<file path="config.mk">
export PLATFORM = sky130hd
export DESIGN_NAME = serial_addsub
export DESIGN_NICKNAME = d
export VERILOG_FILES = /design/src/rtl/serial_arith_pkg.sv /design/src/rtl/fa_cell.sv /design/src/rtl/serial_addsub.sv
export SDC_FILE = /design/constraint.sdc
export NUM_CORES = 1
export LEC_CHECK = 0
export ABC_AREA = 1
export BUFFER_PORTS_ARGS = -buffer_cell sky130_fd_sc_hd__buf_2
export CELL_PAD_IN_SITES_DETAIL_PLACEMENT = 1
export CELL_PAD_IN_SITES_GLOBAL_PLACEMENT = 2
export CORE_UTILIZATION = 32
export DETAILED_ROUTE_END_ITERATION = 8
export MAX_ROUTING_LAYER = met4
export PLACE_DENSITY_LB_ADDON = 0.1
export RECOVER_POWER = 50
export SYNTH_ARGS = -nofsm -noshare
export SYNTH_HDL_FRONTEND = slang
export SYNTH_HIERARCHICAL = 1
export SYNTH_SLANG_ARGS = --single-unit
</file>
<file path="constraint.sdc">
create_clock -name clk -period 1.7 [get_ports clk]
set_input_delay 0.085 -clock clk [delete_from_list [all_inputs] [get_ports clk]]
set_output_delay 0.085 -clock clk [all_outputs]
set_load 0.01 [all_outputs]
</file>
<file path="src/rtl/serial_arith_pkg.sv">
// Shared types and helpers for the bit-serial arithmetic blocks.
package serial_arith_pkg;

   // Sequencer states of the serial datapath.
   typedef enum logic [1:0] {
      IDLE = 2'd0,
      RUN  = 2'd1,
      DONE = 2'd2
   } state_t;

   // Ceiling log2, never less than 1, so a counter of this width reaches value-1.
   function automatic int clog2(input int value);
      int w;
      w = 0;
      while ((1 << w) < value) w++;
      return (w < 1) ? 1 : w;
   endfunction

endpackage

</file>
<file path="src/rtl/fa_cell.sv">
// Combinational 1-bit full adder; the only arithmetic cell of the serial unit.
module fa_cell (
   input  logic a,
   input  logic b,
   input  logic c,
   output logic s,
   output logic co
);

   assign s  = a ^ b ^ c;
   assign co = (a & b) | (b & c) | (a & c);

endmodule

</file>
<file path="src/rtl/serial_addsub.sv">
// Bit-serial adder/subtractor: WIDTH-bit operands processed LSB-first through
// one full-adder cell, with a start/busy/done handshake.
module serial_addsub
   import serial_arith_pkg::*;
#(
   parameter int WIDTH = 8
) (
   input  logic             clk,
   input  logic             rst_n,
   input  logic             start,
   input  logic             clear,
   input  logic             sub,
   input  logic             cin,
   input  logic [WIDTH-1:0] a,
   input  logic [WIDTH-1:0] b,
   output logic             busy,
   output logic             done,
   output logic [WIDTH-1:0] result,
   output logic             cout,
   output logic             ovf
);

   localparam int               CNT_W = clog2(WIDTH);
   localparam logic [CNT_W-1:0] LAST  = CNT_W'(WIDTH - 1);

   state_t           state;
   state_t           state_next;
   logic             accept;
   logic             last_step;
   logic [WIDTH-1:0] op_a;
   logic [WIDTH-1:0] op_b;
   logic [WIDTH-1:0] sum_sr;
   logic             carry;
   logic [CNT_W-1:0] cnt;
   logic             fa_s;
   logic             fa_co;
   logic             c_msb_in;

   fa_cell u_fa (
      .a  (op_a[0]),
      .b  (op_b[0]),
      .c  (carry),
      .s  (fa_s),
      .co (fa_co)
   );

   // On the final step the cell's carry-in is the carry into the MSB.
   assign c_msb_in = carry;

   assign busy = (state == RUN);
   assign done = (state == DONE);

   // Next-state decode: clear wins over everything, start is honoured only in IDLE/DONE.
   always_comb begin
      // NOTE: every output of this block gets a default first so no path leaves
      // a variable unassigned, which would otherwise infer a latch.
      state_next = state;
      accept     = 1'b0;
      last_step  = 1'b0;
      if (clear) begin
         state_next = IDLE;
      end else begin
         case (state)
            IDLE: begin
               if (start) begin
                  accept     = 1'b1;
                  state_next = RUN;
               end
            end
            RUN: begin
               if (cnt == LAST) begin
                  last_step  = 1'b1;
                  state_next = DONE;
               end
            end
            DONE: begin
               if (start) begin
                  accept     = 1'b1;
                  state_next = RUN;
               end else begin
                  state_next = IDLE;
               end
            end
            default: state_next = IDLE;
         endcase
      end
   end

   // State register.
   always_ff @(posedge clk or negedge rst_n) begin
      // NOTE: sequential state uses non-blocking assignments so every register
      // samples pre-edge values, independent of statement order.
      if (!rst_n) state <= IDLE;
      else        state <= state_next;
   end

   // Operand latch on accept, then one shift/add step per clock while running.
   always_ff @(posedge clk or negedge rst_n) begin
      if (!rst_n) begin
         op_a   <= '0;
         op_b   <= '0;
         carry  <= 1'b0;
         cnt    <= '0;
         sum_sr <= '0;
      end else if (accept) begin
         op_a  <= a;
         op_b  <= sub ? ~b : b;
         carry <= cin ^ sub;
         cnt   <= '0;
      end else if (state == RUN && !clear) begin
         op_a   <= op_a >> 1;
         op_b   <= op_b >> 1;
         carry  <= fa_co;
         cnt    <= cnt + CNT_W'(1);
         sum_sr <= {fa_s, sum_sr[WIDTH-1:1]};
      end
   end

   // Visible results change only when an operation completes.
   always_ff @(posedge clk or negedge rst_n) begin
      if (!rst_n) begin
         result <= '0;
         cout   <= 1'b0;
         ovf    <= 1'b0;
      end else if (last_step) begin
         result <= {fa_s, sum_sr[WIDTH-1:1]};
         cout   <= fa_co;
         ovf    <= c_msb_in ^ fa_co;
      end
   end

endmodule

</file>
Yosys cells after proc, flatten, opt, wreduce, memory -nomap -nowiden
Cells that the tools add are included.
- word-level logic and storage cells: 53
- output and inout port bits: 12
- register bits: 40
- reductions and logical operators: 7
- muxes and demuxes: 20
- bitwise logic cells: 11
- equality and inequality tests: 5
- add/sub/neg operators: 1
- operator list (operator ; count):
    $mux W8 ; 5
    $mux W1 ; 9
    $not A8 Y8 ; 1
    $mux W2 ; 3
    $mux W3 ; 2
    $pmux W2 S3 ; 1
    $reduce_and A2 Y1 ; 2
    $xor A1 B1 Y1 ; 4
    $add A3 B1 Y3 const B ; 1
    $and A1 B1 Y1 ; 3
    $eq A3 B3 Y1 const B ; 1
    $ne A3 B2 Y1 const B ; 1
    $ne A3 B3 Y1 const B ; 1
    $eq A2 B1 Y1 const B ; 1
    $eq A2 B2 Y1 const B ; 1
    $logic_not A2 Y1 ; 1
    $or A1 B1 Y1 ; 2
    $reduce_bool A2 Y1 ; 1
    $reduce_or A2 Y1 ; 1
    $logic_and A1 B1 Y1 ; 1
    $logic_not A1 Y1 ; 1
    $not A1 Y1 ; 1

Logic depth before layout (Yosys ltp)
Gate-level depths: netlist of the first run.
- word-level depth: 6
- depth in mapped cells: 7
- gate-level depth less buffers: 6

Hierarchy
The synthesis of the first run kept the hierarchy.
- modules (own cells, without submodules) (module ; cells an instance ; area each (sq um) ; times used ; sequential area each (sq um)):
    serial_addsub ; 214 ; 1835.5 ; 1 ; 975.9
    fa_cell ; 1 ; 20.0 ; 1 ; 0.0

Worst setup path before layout of the first run
OpenSTA, ideal clock, no wires.
- path type: reg-to-reg
- start point: register cnt[0]
- end point: register result[0]
- setup time: 0.065 ns
- data arrival time: 1.216 ns
- cell stages (with the launch flop): 7
- slack: 0.419 ns
- clock period less this slack: 1.281 ns
- cells stage by stage: dfrtp_1 > ha_1 > ha_1 > inv_1 > clkbuf_1 > o21ai_0 > nand2_1
- longest elaborated chain between the ends: 4
- RTL lines (what ; line ; text):
    from (decl) ; serial_addsub.sv:34 ; logic [CNT_W-1:0] cnt;
    from (signal assigned) ; serial_addsub.sv:114 ; cnt <= cnt + CNT_W'(1);
    $eq A3 B3 Y1 ; serial_addsub.sv:71 ; if (cnt == LAST) begin
    $mux W1 ; serial_addsub.sv:71 ;
    $mux W1 ; serial_addsub.sv:63 ; case (state)
    $mux W1 ; serial_addsub.sv:60 ; if (clear) begin
    to (signal assigned) ; serial_addsub.sv:126 ; result <= {fa_s, sum_sr[WIDTH-1:1]};
    to (decl) ; serial_addsub.sv:18 ; output logic [WIDTH-1:0] result,
Every way passes these cells.
A chain may end at the register's enable or synchronous reset.

Final worst setup path of the first run
- start point: register cnt[0]
- end point: register result[7]
Same word-level chain as after synthesis.

==> results_dict.tcl, run 1 <==
set metrics [dict create \
    cp-start-kind "flop" \
    yosys.cell_types.count 19 \
    ios 34 \
    die_height_um 78.2 \
    holdWs_ps 11.6 \
    path_delay_family "adder cells" \
    ff2ff_path_depth 6 \
    nets 279 \
    synthMuxAreaShare_pct 0 \
    hold_viol_final 0 \
    ys_seq_area_share_pct 52.6 \
    critPathKind "reg2reg" \
    place_congestion 0.691 \
    crit_start "cnt[0]" \
    drv_cap 0 \
    drt-vias-per-instance 4.54 \
    drt_iter0_markers 52 \
    antenna_found_initial 0 \
    clockRootBuffer "clkbuf_8" \
    setup_violations 0 \
    p_clk_share_pct 25.6 \
    setup_tns_ps 0 \
    hpwl_um 2830 \
    worst_pin_slew_ps 983 \
    slowest_stage "dfrtp_1" \
    required_ps 1880 \
    grt_overflow 0 \
    rows 27 \
    clk_pin_slew_ps 80 \
    dr.pass1.iters 4 \
    cts_setup_buffers 0 \
    synth_compound_area_share_pct 5.39 \
    p_per_area_nw_per_um2 1090 \
    p_comb_share_pct 21.0 \
    synth-xor-area-share_pct 4.72 \
    crit_end "result[7]" \
    drt-total-wl_um 3920 \
    finalCritPeriodShare_pct 87.2 \
    grt_pass1_wl_um 7060 \
    final_cell_mix "nand2_1 (77), dfrtp_1 (39), nand3_1 (30)" \
    drive_above_1_share_pct 21.6 \
    seqPwrFrac_pct 53.4 \
    cts_buffers 5 \
    critPathMaxFanout 11 \
    final_max_slew_viol_count 0 \
    synth_seq_cells 39 \
    max_freq_mhz 674 \
    layout_commonest_cell "nand2_1" \
    antennaDiodeCount 0 \
    fin_worst_skew_ps 10.9 \
    p_sw_share_pct 31.2 \
    crit_cells 6 \
    yosys_warnings 6 \
    wl_per_cell_um 12.0 \
    area_delta_synth_final_pct 18.4 \
    path_cells "ha_1, ha_1, inv_1, nor2_4, nand2_1, nand2_1" \
    worstReg2RegStart "cnt[0]" \
    avgSynthCellArea_sq_um 8.63 \
    die_w_um 78.2 \
    reg2reg_slack_ps 220 \
    synth_top_family_by_area "simple AND/OR/NAND/NOR gates" \
    r2r-end "result[7]" \
    tritoncts "built" \
    max_slew_margin_pct 34.4 \
    rsz0062_at_grt "no" \
    synthTopCellsByArea "dfrtp_1 (53%), nand2_1 (16%), nand3_1 (8.1%)" \
    insertion_delay_ps 290 \
    holdPathStages 3 \
    initial_utilization_pct 33.5 \
    netlist_instances 215 \
    p_sw_mw 0.746 \
    grt_use_total_pct 15.1 \
    drc 0 \
    final.min_clock_period_ps 1480 \
    synthAdderAreaFrac_pct 2.43 \
    grt_max_degree 40 \
    endpoint_kind "flop" \
    dieArea_sq_um 6110 \
    syn_area_sq_um 1860 \
    outcome "complete, no violations" \
    numPortBuffers 33 \
    syn-num-nets 240 \
    worst-path-buf-inv 1 \
    synthSimpleGateAreaFrac_pct 27.3 \
    synth_top_area_share_pct 52.6 \
    hold_class "in2reg" \
    max_stage_delay_ps 410 \
    via_count 1484 \
    cts.sinks 39 \
    internal-power_mw 1.64 \
    cts_buffer_depth 2 \
    grt_pass1_vias 1530 \
    postRouteAntennaNets 0 \
    h-tree-depth 2 \
    synth.largest_area_cell "dfrtp_1" \
    core_area_sq_um 5540 \
    arrival_ps 1660 \
    peakVddDrop_v 0.000361 \
    p_leak_nw 1.19 \
]
## cells by family after synthesis
logic type | after synthesis
buf+inv | 28
compound gates | 17
xor+xnor | 10
simple gates | 118
fa+ha+maj | 3
flops | 39
## power groups by stage
stage	Sequential, mW	Combinational (mW)	Clock [mW]
after global placement	1.29	0.519	0
after global routing	1.31	0.595	0.684
after CTS	1.28	0.524	0.647
after detailed placement	1.30	0.517	0
final	1.28	0.503	0.611
after floorplan	1.27	0.370	0
## cell usage after synthesis
cell,count
nor2_1,5
xnor2_1,1
ha_1,2
inv_2,4
buf_2,4
nand3_2,3
nand2_2,1
nand3_1,30
nand2_1,77
buf_6,2
inv_1,13
buf_4,4
o21ai_0,13
dfrtp_1,39
clkbuf_1,1
xor2_1,9
nor2_2,2
fa_1,1
o21ai_2,4
## worst reg2reg max path, delay by kind of cell (launching register included)
kind                     cells  cell delay, ps
adder cells (fa/ha/maj)      2             410
AND/OR/NAND/NOR              3             280
buffers and inverters        1             280
flip-flops                   1             410
## layer usage
| metal | wire (um) | vias up | share of wire [%] | global-route usage (%) |
|---|---|---|---|---|
| met5 | 0 | - | 0 | - |
| met4 | 44 | 0 | 1.1 | 5.00 |
| li1 | - | 749 | - | - |
| met3 | 136 | 5 | 3.5 | 3.49 |
| met1 | 1860 | 704 | 47 | 18.3 |
| met2 | 1880 | 26 | 48 | 25.0 |
## layout make-up
cell class              instances  area [sq um]
fillers                       726          3340
flip-flops and latches         39           976
multi-input cells             148           744
repair buffers                 43           238
well taps                      72          90.1
clock buffers                   6          72.6
inverters                      17          63.8
clock inverters                 2          12.5
## what timing repair did
action	in CTS	in global routing
hold endpoints to repair	41	0
gates resized for setup	0	1
hold buffers	3	0
endpoints found under the setup margin	0	9
## how the worst min path moves through the flow
| stage | startpoint | slack, ps | endpoint |
|---|---|---|---|
| after global placement | rst_n | 80 | state[1] |
| after global routing | a[6] | 10 | op_a[6] |
| final | a[2] | 10 | op_a[2] |
| after CTS | a[2] | 1 | op_a[2] |
| after floorplan | rst_n | -210 | c_msb_in |
| after detailed placement | rst_n | 80 | result[0] |
## metrics by stage
step | instance area, sq um | setup slack (ps) | instances | total power, mW | utilization, %
final | 2200 | 217 | 327 | 2.39 | 39.7
after CTS | 2210 | 118 | 327 | 2.45 | 40.0
after global routing | 2200 | 60.6 | 327 | 2.59 | 39.7
after detailed placement | 2100 | 153 | 316 | 1.81 | 37.9
after floorplan | 1860 | 419 | 215 | 1.64 | -
after global placement | 2100 | 212 | 316 | 1.81 | 37.9
## flip-flops by register name, summed over array words and instances (netlist names)
signal / flops
sum_sr: 7
state: 2
c_msb_in: 1
ovf: 1
op_b: 8
op_a: 8
cout: 1
cnt: 3
result: 8
No activity file was read; power rests on OpenSTA's default activity.
==> run 2, diff against run 1 <==
--- a/config.mk
+++ b/config.mk
@@ -5,11 +5,11 @@
 export SDC_FILE = /design/constraint.sdc
 export NUM_CORES = 1
 export LEC_CHECK = 0
-export ABC_AREA = 1
+export ABC_AREA = 0
 export BUFFER_PORTS_ARGS = -buffer_cell sky130_fd_sc_hd__buf_2
 export CELL_PAD_IN_SITES_DETAIL_PLACEMENT = 1
 export CELL_PAD_IN_SITES_GLOBAL_PLACEMENT = 2
-export CORE_UTILIZATION = 32
+export CORE_UTILIZATION = 35
 export DETAILED_ROUTE_END_ITERATION = 8
 export MAX_ROUTING_LAYER = met4
 export PLACE_DENSITY_LB_ADDON = 0.1
==> results_dict.tcl, run 2 <==
set metrics [dict create \
    slowest_stage "or3b_2" \
    holdPathStages 3 \
    synth_edf_count 0 \
    yosys.cell_types.count 23 \
    seqPwrFrac_pct 53.3 \
    die_height_um 72.8 \
    critPathKind "reg2reg" \
    worst-path-buf-inv 0 \
    drive_above_1_share_pct 27.3 \
    max_stage_delay_ps 690 \
    fin_worst_skew_ps 1.59 \
    place_congestion 0.715 \
    arrival_ps 1660 \
    required_ps 1870 \
    max_slew_margin_pct 34.9 \
    max_freq_mhz 672 \
    avgSynthCellArea_sq_um 11.3 \
    p_sw_mw 0.640 \
    top_regs "op_a (8), op_b (8), result (8)" \
    ff2ff_path_depth 3 \
    drc 0 \
    regArea_sq_um 976 \
    path_cells "or3b_2, nand2_1, a22oi_1" \
    place_ws_ps 207 \
    wl_per_cell_um 13.8 \
    dr.pass1.iters 4 \
    p_comb_share_pct 17.2 \
    grt_pass1_vias 1346 \
    crit_cells 3 \
    drt-vias-per-instance 4.77 \
    nets 218 \
    ios 34 \
    p_sw_share_pct 27.7 \
    final.min_clock_period_ps 1490 \
    endpoint_kind "flop" \
    cts_buffer_depth 2 \
    hold_class "in2reg" \
    finalCritPeriodShare_pct 87.6 \
    synth_top_area_share_pct 55.6 \
    p_per_area_nw_per_um2 1090 \
    synth-main-ff-cell "dfrtp_1" \
    area_delta_synth_final_pct 20.2 \
    hold_viol_final 0 \
    netlist_instances 155 \
    synth_common_cells "dfrtp_1 (39), nand2_1 (34), a21oi_1 (13)" \
    grt_max_degree 40 \
    multi_input_area_sq_um 732 \
    dieArea_sq_um 5300 \
    fillCellCount 541 \
    outcome "complete, no violations" \
    syn-num-nets 180 \
    grt_pass1_wl_um 6380 \
    grt_overflow 0 \
    grt_use_total_pct 16.8 \
    hpwl_um 2520 \
    antennaDiodeCount 0 \
    clk_pin_slew_ps 70 \
    drt_iter0_markers 44 \
    via_count 1245 \
    internal-power_mw 1.67 \
    yosys_warnings 6 \
    peakVddDrop_v 0.000386 \
    yosysMostFrequentCell "dfrtp_1" \
    synth_seq_cells 39 \
    h-tree-depth 2 \
    cts.sinks 39 \
    ys_seq_area_share_pct 55.6 \
    final_max_slew_viol_count 0 \
    p_clk_share_pct 29.5 \
    worst_pin_slew_ps 976 \
    layout_commonest_cell "dfrtp_1" \
    tritoncts "built" \
    syn_area_sq_um 1760 \
    setup_ws_ps 211 \
    rows 25 \
    cts_resized 0 \
    antenna_found_initial 0 \
    critPathMaxFanout 18 \
    initial_utilization_pct 36.7 \
    setup_violations 0 \
    drv_cap 0 \
    cp-start-kind "flop" \
    path_delay_family "simple AND/OR/NAND/NOR gates" \
    rsz0062_at_grt "no" \
    setup_tns_ps 0 \
    insertion_delay_ps 290 \
    die_w_um 72.8 \
    async_flop_share_pct 100 \
    p_leak_nw 1.08 \
    final_cell_mix "dfrtp_1 (39), nand2_1 (34), buf_2 (27)" \
    synth.largest_area_cell "dfrtp_1" \
    numPortBuffers 33 \
    cts_buffers 5 \
    synthTopCellsByArea "dfrtp_1 (56%), mux2_4 (7.7%), nand2_1 (7.3%)" \
    postRouteAntennaNets 0 \
    drt-total-wl_um 3600 \
    clockRootBuffer "clkbuf_8" \
    core_area_sq_um 4790 \
]
[run 2: cell types whose count changed in the layout (fill, tap and decap cells not counted), sizes merged, moves of 6 or more]
cell and change:
nand2 -44, nand3 -30, o21ai -17, inv -16, a21oi +13, mux2 +10
xnor2 +8, xor2 -7, a22oi +6
[run 2: kinds of logic (layout without fill, tap and decap cells)]
kind of cell,count (synthesis),after routing,synth area share [%]
AO/OA/AOI/OAI,27,27,10.6
flip-flops,39,39,55.6
buffers and inverters,9,48,2.71
multiplexers,10,10,8.34
XOR/XNOR,11,11,5.49
AND/OR/NAND/NOR,56,56,14.7
adder cells (fa/ha/maj),3,3,2.57
[run 2: timing repair]
item	CTS	global route
setup buffers	0	0
setup endpoints to repair	0	0
hold buffers	1	0
hold endpoints to repair	39	0
[run 2: layer usage]
layer  up-vias  routed length, um  global-route usage, %
met4         0                 87                   9.80
met1       612               1650                   20.3
li1        599                  -                      -
met2        26               1740                   26.4
met5         -                  0                      -
met3         8                120                   2.90
[run 2: layout make-up]
| cell class | count | area share (%) |
|---|---|---|
| clock buffers | 8 | 4.74 |
| inverters | 1 | 0.178 |
| multi-input cells | 107 | 34.7 |
| flip-flops and latches | 39 | 46.2 |
| well taps | 67 | 3.97 |
| repair buffers | 39 | 10.2 |
[run 2: final timing paths]
| check | startpoint | slack (ps) | to |
|---|---|---|---|
| min in group asynchronous | rst_n | 560 | result[1] |
| hold / removal | a[1] | 10 | op_a[1] |
| hold reg to reg | sum_sr[1] | 480 | sum_sr[1] |
| max in group asynchronous | rst_n | 540 | op_a[6] |
| setup reg to reg | state[1] | 210 | c_msb_in |
| setup / recovery | state[1] | 210 | c_msb_in |
[run 2: per-stage QoR]
stage                     utilization (%)  hold slack (ps)  cells  total power, mW  area [sq um]
after floorplan                         -             -211    155             1.50          1760
after global placement               42.0              164    252             1.63          2010
after detailed placement             42.0              173    252             1.66          2010
after CTS                            44.3             1.90    261             2.36          2120
after global routing                 44.1             18.6    261             2.47          2110
final                                44.1             11.4    261             2.31          2110
[run 2: worst min-delay path, cell delays in order]
cell and delay, ps:
buf_2 80, a22oi_1 50, nand2_1 60
[run 2: power by group through the flow]
stage / logic [mW] / clock network, mW / registers (mW)
final: 0.397 / 0.682 / 1.23
after global routing: 0.457 / 0.748 / 1.26
after CTS: 0.408 / 0.716 / 1.23
after detailed placement: 0.405 / 0 / 1.25
after global placement: 0.381 / 0 / 1.25
after floorplan: 0.281 / 0 / 1.22
